## src/rtl/ultrasonic_scheduler.sv

```systemverilog
// Ultrasonic ranging scheduler: fires one sensor trigger at a time, times
// the synchronized echo pulse into millimetres and publishes per-sensor
// distances through a small register bus (CTRL / STATUS / DIST0..3).
module ultrasonic_scheduler #(
    parameter int TRIG_CYC = 500,
    parameter int DIV_MM   = 290,
    parameter int MAX_MM   = 4000,
    parameter int WAIT_MAX = 50000,
    parameter int GAP_CYC  = 50000
) (
    input  logic        clk,
    input  logic        rst,
    input  logic [15:0] d_in,
    input  logic        cs,
    input  logic [3:0]  addr,
    input  logic        rd,
    input  logic        wr,
    input  logic [3:0]  echo,
    output logic [3:0]  trig,
    output logic [15:0] d_out
);

    localparam int CMAX_A = (TRIG_CYC > WAIT_MAX) ? TRIG_CYC : WAIT_MAX;
    localparam int CMAX   = (CMAX_A > GAP_CYC) ? CMAX_A : GAP_CYC;
    localparam int CW     = $clog2(CMAX + 1);
    localparam int PW     = $clog2(DIV_MM + 1);

    typedef enum logic [2:0] {
        S_IDLE, S_TRIG, S_WAIT_RISE, S_MEASURE, S_GAP
    } state_t;

    state_t           r_state;
    logic             r_run, r_os, r_tmo;
    logic [3:0]       r_mask, r_done, r_trig;
    logic [1:0]       r_cur;
    logic [3:0][15:0] r_dist;
    logic [CW-1:0]    r_cnt;
    logic [PW-1:0]    r_pre;
    logic [15:0]      r_mm, r_dout;
    logic [3:0]       r_sync1, r_sync2;

    logic             w_ctrl_wr, w_abort, w_rd, w_echo, w_pre_wrap;
    logic [3:0]       w_rd_clr;
    logic [2:0]       w_pick_run, w_pick_os0, w_pick_osn;
    logic             w_unused;

    // Returns {found, index}: lowest set mask bit at or after 'start';
    // with wrap the search continues past 3 back to 0.
    function automatic logic [2:0] f_pick(input logic [3:0] mask,
                                          input logic [2:0] start,
                                          input logic       wrap);
        logic [2:0] res;
        logic [2:0] j;
        res = 3'b000;
        for (int i = 3; i >= 0; i--) begin
            j = start + 3'(i);
            if (wrap) j = {1'b0, j[1:0]};
            if (j <= 3'd3 && mask[j[1:0]]) res = {1'b1, j[1:0]};
        end
        return res;
    endfunction

    assign w_ctrl_wr  = cs && wr && (addr == 4'h0);
    assign w_abort    = w_ctrl_wr && (d_in[1:0] == 2'b00);
    assign w_rd       = cs && rd;
    assign w_rd_clr   = {w_rd && addr == 4'hA, w_rd && addr == 4'h8,
                         w_rd && addr == 4'h6, w_rd && addr == 4'h4};
    assign w_echo     = r_sync2[r_cur];
    assign w_pre_wrap = (r_pre == PW'(DIV_MM - 1));
    // Continuous run rotates past the current sensor; oneshot scans upward only.
    assign w_pick_run = f_pick(r_mask, {1'b0, r_cur} + 3'd1, 1'b1);
    assign w_pick_os0 = f_pick(r_mask, 3'd0, 1'b0);
    assign w_pick_osn = f_pick(r_mask, {1'b0, r_cur} + 3'd1, 1'b0);
    assign w_unused   = ^{d_in[15:8], d_in[3:2]};
    assign trig       = r_trig;
    assign d_out      = r_dout;

    // Two-flop synchronizer on every echo line.
    always_ff @(posedge clk) begin
        if (rst) begin
            r_sync1 <= '0;
            r_sync2 <= '0;
        end else begin
            r_sync1 <= echo;
            r_sync2 <= r_sync1;
        end
    end

    // Scheduler FSM, control register and result registers.
    always_ff @(posedge clk) begin
        if (rst) begin
            r_state <= S_IDLE;
            r_run   <= 1'b0;
            r_os    <= 1'b0;
            r_mask  <= '0;
            r_cur   <= '0;
            r_done  <= '0;
            r_tmo   <= 1'b0;
            r_dist  <= '0;
            r_cnt   <= '0;
            r_pre   <= '0;
            r_mm    <= '0;
            r_trig  <= '0;
        end else begin
            // Read-clear first so a same-cycle new result overrides it.
            r_done <= r_done & ~w_rd_clr;
            if (w_abort) begin
                r_state <= S_IDLE;
                r_trig  <= '0;
            end else begin
                case (r_state)
                    S_IDLE: begin
                        if (r_run && w_pick_run[2]) begin
                            r_state <= S_TRIG;
                            r_cur   <= w_pick_run[1:0];
                            r_trig  <= 4'b0001 << w_pick_run[1:0];
                            r_cnt   <= '0;
                        end else if (r_os && w_pick_os0[2]) begin
                            r_state <= S_TRIG;
                            r_cur   <= w_pick_os0[1:0];
                            r_trig  <= 4'b0001 << w_pick_os0[1:0];
                            r_cnt   <= '0;
                        end else begin
                            r_os <= 1'b0;
                        end
                    end
                    S_TRIG: begin
                        r_pre <= '0;
                        r_mm  <= '0;
                        if (r_cnt == CW'(TRIG_CYC - 1)) begin
                            r_trig  <= '0;
                            r_state <= S_WAIT_RISE;
                            r_cnt   <= '0;
                        end else begin
                            r_cnt <= r_cnt + 1'b1;
                        end
                    end
                    S_WAIT_RISE: begin
                        if (w_echo) begin
                            // The rising cycle is the first counted echo cycle.
                            r_state <= S_MEASURE;
                            if (w_pre_wrap) begin
                                r_pre <= '0;
                                r_mm  <= r_mm + 16'd1;
                            end else begin
                                r_pre <= r_pre + 1'b1;
                            end
                        end else if (r_cnt == CW'(WAIT_MAX - 1)) begin
                            r_state        <= S_GAP;
                            r_dist[r_cur]  <= 16'hFFFF;
                            r_done[r_cur]  <= 1'b1;
                            r_tmo          <= 1'b1;
                            r_cnt          <= '0;
                        end else begin
                            r_cnt <= r_cnt + 1'b1;
                        end
                    end
                    S_MEASURE: begin
                        if (!w_echo) begin
                            r_state       <= S_GAP;
                            r_dist[r_cur] <= r_mm;
                            r_done[r_cur] <= 1'b1;
                            r_tmo         <= 1'b0;
                            r_cnt         <= '0;
                        end else if (w_pre_wrap) begin
                            r_pre <= '0;
                            if (r_mm + 16'd1 >= 16'(MAX_MM)) begin
                                r_state       <= S_GAP;
                                r_dist[r_cur] <= 16'(MAX_MM);
                                r_done[r_cur] <= 1'b1;
                                r_tmo         <= 1'b0;
                                r_cnt         <= '0;
                            end else begin
                                r_mm <= r_mm + 16'd1;
                            end
                        end else begin
                            r_pre <= r_pre + 1'b1;
                        end
                    end
                    S_GAP: begin
                        if (r_cnt == CW'(GAP_CYC - 1)) begin
                            r_cnt <= '0;
                            if (r_run && w_pick_run[2]) begin
                                r_state <= S_TRIG;
                                r_cur   <= w_pick_run[1:0];
                                r_trig  <= 4'b0001 << w_pick_run[1:0];
                            end else if (!r_run && r_os && w_pick_osn[2]) begin
                                r_state <= S_TRIG;
                                r_cur   <= w_pick_osn[1:0];
                                r_trig  <= 4'b0001 << w_pick_osn[1:0];
                            end else begin
                                r_state <= S_IDLE;
                                r_os    <= 1'b0;
                            end
                        end else begin
                            r_cnt <= r_cnt + 1'b1;
                        end
                    end
                    default: r_state <= S_IDLE;
                endcase
            end
            // Bus write comes last so a fresh oneshot is never lost.
            if (w_ctrl_wr) begin
                r_run  <= d_in[0];
                r_os   <= d_in[1];
                r_mask <= d_in[7:4];
            end
        end
    end

    // Registered read data; zero whenever no read is in progress.
    always_ff @(posedge clk) begin
        if (rst) begin
            r_dout <= '0;
        end else if (w_rd) begin
            case (addr)
                4'h2:    r_dout <= {8'b0, r_done, r_cur, r_tmo, r_state != S_IDLE};
                4'h4:    r_dout <= r_dist[0];
                4'h6:    r_dout <= r_dist[1];
                4'h8:    r_dout <= r_dist[2];
                4'hA:    r_dout <= r_dist[3];
                default: r_dout <= '0;
            endcase
        end else begin
            r_dout <= '0;
        end
    end

endmodule
```

## config.mk

```make
export PLATFORM = sky130hd
export DESIGN_NAME = ultrasonic_scheduler
export DESIGN_NICKNAME = d
export VERILOG_FILES = /design/src/rtl/ultrasonic_scheduler.sv
export SDC_FILE = /design/constraint.sdc
export NUM_CORES = 1
export LEC_CHECK = 0
export BUFFER_PORTS_ARGS = -buffer_cell sky130_fd_sc_hd__buf_4
export CAP_MARGIN = 25
export CORE_MARGIN = 1.5
export CORE_UTILIZATION = 60
export CTS_CLUSTER_DIAMETER = 200
export DETAILED_ROUTE_END_ITERATION = 10
export GPL_TIMING_DRIVEN = 0
export PLACE_DENSITY = 0.77
export SLEW_MARGIN = 30
export SYNTH_ARGS = -nofsm -noshare
export SYNTH_HDL_FRONTEND = slang
export SYNTH_SLANG_ARGS = --single-unit
```

## constraint.sdc

```tcl
create_clock -name clk -period 3.95 [get_ports clk]
set_input_delay 0.395 -clock clk [delete_from_list [all_inputs] [get_ports clk]]
set_output_delay 0.395 -clock clk [all_outputs]
set_load 0.01 [all_outputs]
```

==> results.json <==
{
  "status": "completed",
  "clk_pin_slew_ns": 0.06,
  "path_common_cell": "clkbuf_1",
  "crit-reg2reg-capture": "trig[3]",
  "drtAntennaViolNets": 0,
  "place_hpwl_um": 15990,
  "synth_edf_count": 0,
  "worstPathArrival_ns": 3.96,
  "ios": 49,
  "syn_area_sq_mm": 0.007552,
  "final_common_cell": "dfxtp_1",
  "wl_met2_um": 10020,
  "wl_um": 22040,
  "syn_avg_cell_area_sq_um": 8.290,
  "register_area_sq_mm": 0.002983,
  "hold_path_startpoint": "echo[1]",
  "reg2reg_depth": 12,
  "cpPeakStageDelay_ns": 0.41,
  "finalClockSkew_ns": 0.008474,
  "p_per_area_mw_per_mm2": 367.7,
  "core_area_sq_mm": 0.01216,
  "wl_per_cell_um": 19.21,
  "ys_seq_elements": 149,
  "n_antenna_cell": 0,
  "synth.distinct_cells": 67,
  "cts_root_buf": "clkbuf_16",
  "slew_viol_final": 0,
  "drc_errors": 0,
  "clock_latency_ns": 0.43,
  "dieArea_sq_mm": 0.01327,
  "vias": 7516,
  "layout-drive-gt1-share_pct": 11.44,
  "worst_pin_slew_ns": 0.9435,
  "finalCritPeriodShare_pct": 92.43,
  "grt_pass1_vias": 6912,
  "cts_tree": "built",
  "h-tree-depth": 4,
  "drtIter0Drc": 882,
  "multi_input_area_sq_mm": 0.004252,
  "setup_viol": 0,
  "fp.dieH_um": 115.2,
  "fin_setup_tns_ns": 0,
  "crit_fanout": 10,
  "viasPerCell": 6.553,
  "wl_met1_um": 9725,
  "port_buffers": 37,
  "p_total_mw": 3.170,
  "first_pass_iters": 8,
  "cts_buffers": 17,
  "slew_headroom_pct": 36.57,
  "pre_cts_ws_ns": 0.2162,
  "rrSetupSlack_ns": 0.30,
  "clock-sinks": 149,
  "syn2layout_area_growth_pct": 14.17,
  "clk_path_buf_depth": 2,
  "syn_nets": 953,
  "synth_warnings": 0,
  "hold_class": "input pin to flop",
  "mostFrequentLayoutCells": "dfxtp_1, nor2_1, nand2_1, a211oi_1, a21oi_1",
  "timing.rr.start": "r_cur[1]",
  "hold_depth": 2,
  "utilization_pct": 70.90,
  "routed-wl-met3_um": 1880,
  "p_leak_nw": 2.750,
  "hold_violations": 0,
  "critPathSlowestCell": "nor3_2",
  "synthArstFlopShare_pct": 0,
  "antenna_found_initial": 0,
  "worstHoldEndpoint": "r_sync1[1]",
  "period_minus_slack_ns": 3.651,
  "start_util_pct": 62.10,
  "ir_drop_uv": 303.1,
  "rsz0062_at_grt": "false",
  "worstPathRequired_ns": 4.26,
  "path_class": "flop to flop",
  "num-nets-final": 1009,
  "timing.final.ws_setup_ns": 0.2991,
  "grt_pass1_wl_um": 35300,
  "highest_layer": "met4",
  "rows": 40,
  "fillers": 1004,
  "yosysSeqAreaShare_pct": 39.50,
  "grt-ovfl-total": 0,
  "cp-start-kind": "flop",
  "ctsHoldBuffers": 0,
  "crit_path_end_kind": "flop",
  "synth_cells": 911,
  "grt_max_degree": 17,
  "synthFlopType": "dfxtp_1",
  "cap_violations": 0,
  "gp_congestion": 0.9507,
  "fmaxAchievable_ghz": 0.2739,
  "grt_use_total_pct": 33.95,
  "die_w_um": 115.2,
  "crit_chain": "clkbuf_1 > inv_1 > ha_1 > clkbuf_1 > clkbuf_1 > inv_1 > o221a_2 > o221ai_1 > a31oi_1 > nor3_2 > a21boi_0 > a21oi_1"
}
==> worst max-delay path: cells and delay by family, from the launching register on <==
kind / cells / cell delay, ns
adder cells (fa/ha/maj): 1 / 0.31
AND/OR/NAND/NOR: 1 / 0.41
flip-flops: 1 / 0.39
buffers and inverters: 5 / 1.44
AO/OA/AOI/OAI: 5 / 0.98
==> where the power goes <==
part	switching, mW	internal, mW	leakage [nW]	total (mW)
clock network	0.679	0.890	0.264	1.57
registers	0.00157	1.51	1.20	1.51
logic	0.0650	0.0281	1.28	0.0931
total	0.746	2.42	2.75	3.17
==> how the worst max path moves through the flow <==
stage | start | endpoint | slack, ns | depth (start not counted)
2_1_floorplan | r_cur[1] | trig[3] | 1.06 | 12
3_3_place_gp | r_cur[1] | trig[3] | 0.41 | 12
3_5_place_dp | r_cur[1] | trig[3] | 0.22 | 12
4_1_cts | r_cur[1] | trig[3] | 0.21 | 12
5_1_grt | r_cur[1] | trig[3] | 0.14 | 12
6_report | r_cur[1] | trig[3] | 0.30 | 12
==> flip-flops by register name (all words and copies together), names as in the netlist <==
register	count
r_sync2	4
r_state	3
r_os	1
r_pre	9
r_cnt	16
r_mm	16
r_tmo	1
r_dist	64
r_run	1
r_sync1	4
d_out	16
r_mask	4
r_cur	2
trig	4
r_done	4
==> synthesized netlist by cell type, drive strengths merged, types with 6 or more instances <==
master,number,area share (%)
dfxtp,149,39
nor2,105,5.2
a211oi,67,7.0
nand2,67,3.4
a21oi,60,4.0
clkbuf,47,2.3
o21ai,46,3.0
a22oi,33,3.3
nand3,30,2.0
nor3,28,2.1
a31oi,26,2.2
inv,22,1.1
a311oi,15,2.0
buf,15,1.1
mux2i,14,1.9
nand2b,14,1.2
nand4,14,1.4
nor2b,14,1.2
ha,13,2.2
o211ai,11,1.1
and3,10,0.83
nor4,10,0.83
or3,8,0.66
xor2,7,0.81
and2,6,0.50
xnor2,6,0.70
==> per-layer routing <==
layer	up-vias	track usage, %
li1	3523	-
met5	-	0
met1	3563	45.61
met4	0	10.78
met3	50	8.803
met2	380	53.65
==> metrics by stage <==
| step | hold slack, ns | instances | area, sq um |
|---|---|---|---|
| 2_1_floorplan | 0.4138 | 911 | 7552 |
| 3_3_place_gp | 0.4220 | 1116 | 8040 |
| 3_5_place_dp | 0.4220 | 1116 | 8045 |
| 4_1_cts | 0.1712 | 1147 | 8606 |
| 5_1_grt | 0.1789 | 1147 | 8622 |
| 6_report | 0.1730 | 1147 | 8622 |
==> cells by family (layout without fill, tap and decap cells) <==
family / Yosys count / count (layout) / synth area share [%]
simple gates: 327 / 327 / 21.24
compound gates: 306 / 306 / 28.21
flops: 149 / 149 / 39.50
buf+inv: 84 / 152 / 4.490
mux: 19 / 19 / 2.899
fa+ha+maj: 13 / 13 / 2.154
xor+xnor: 13 / 13 / 1.508
==> area by class of cell <==
type | instances | share of cell area (%)
clock inverters | 12 | 1.364
clock buffers | 19 | 5.137
repair buffers | 37 | 3.222
plain buffers | 62 | 2.975
flip-flops and latches | 149 | 34.60
well taps | 168 | 2.438
inverters | 22 | 0.9578
multi-input cells | 678 | 49.31
==> timing repair <==
action | CTS | global route
hold endpoints to repair | 0 | 0
buffers inserted | 0 | 0
endpoints found under the setup margin | 0 | 3
resized for setup | 0 | 1
(Power assumes the default switching activity.)
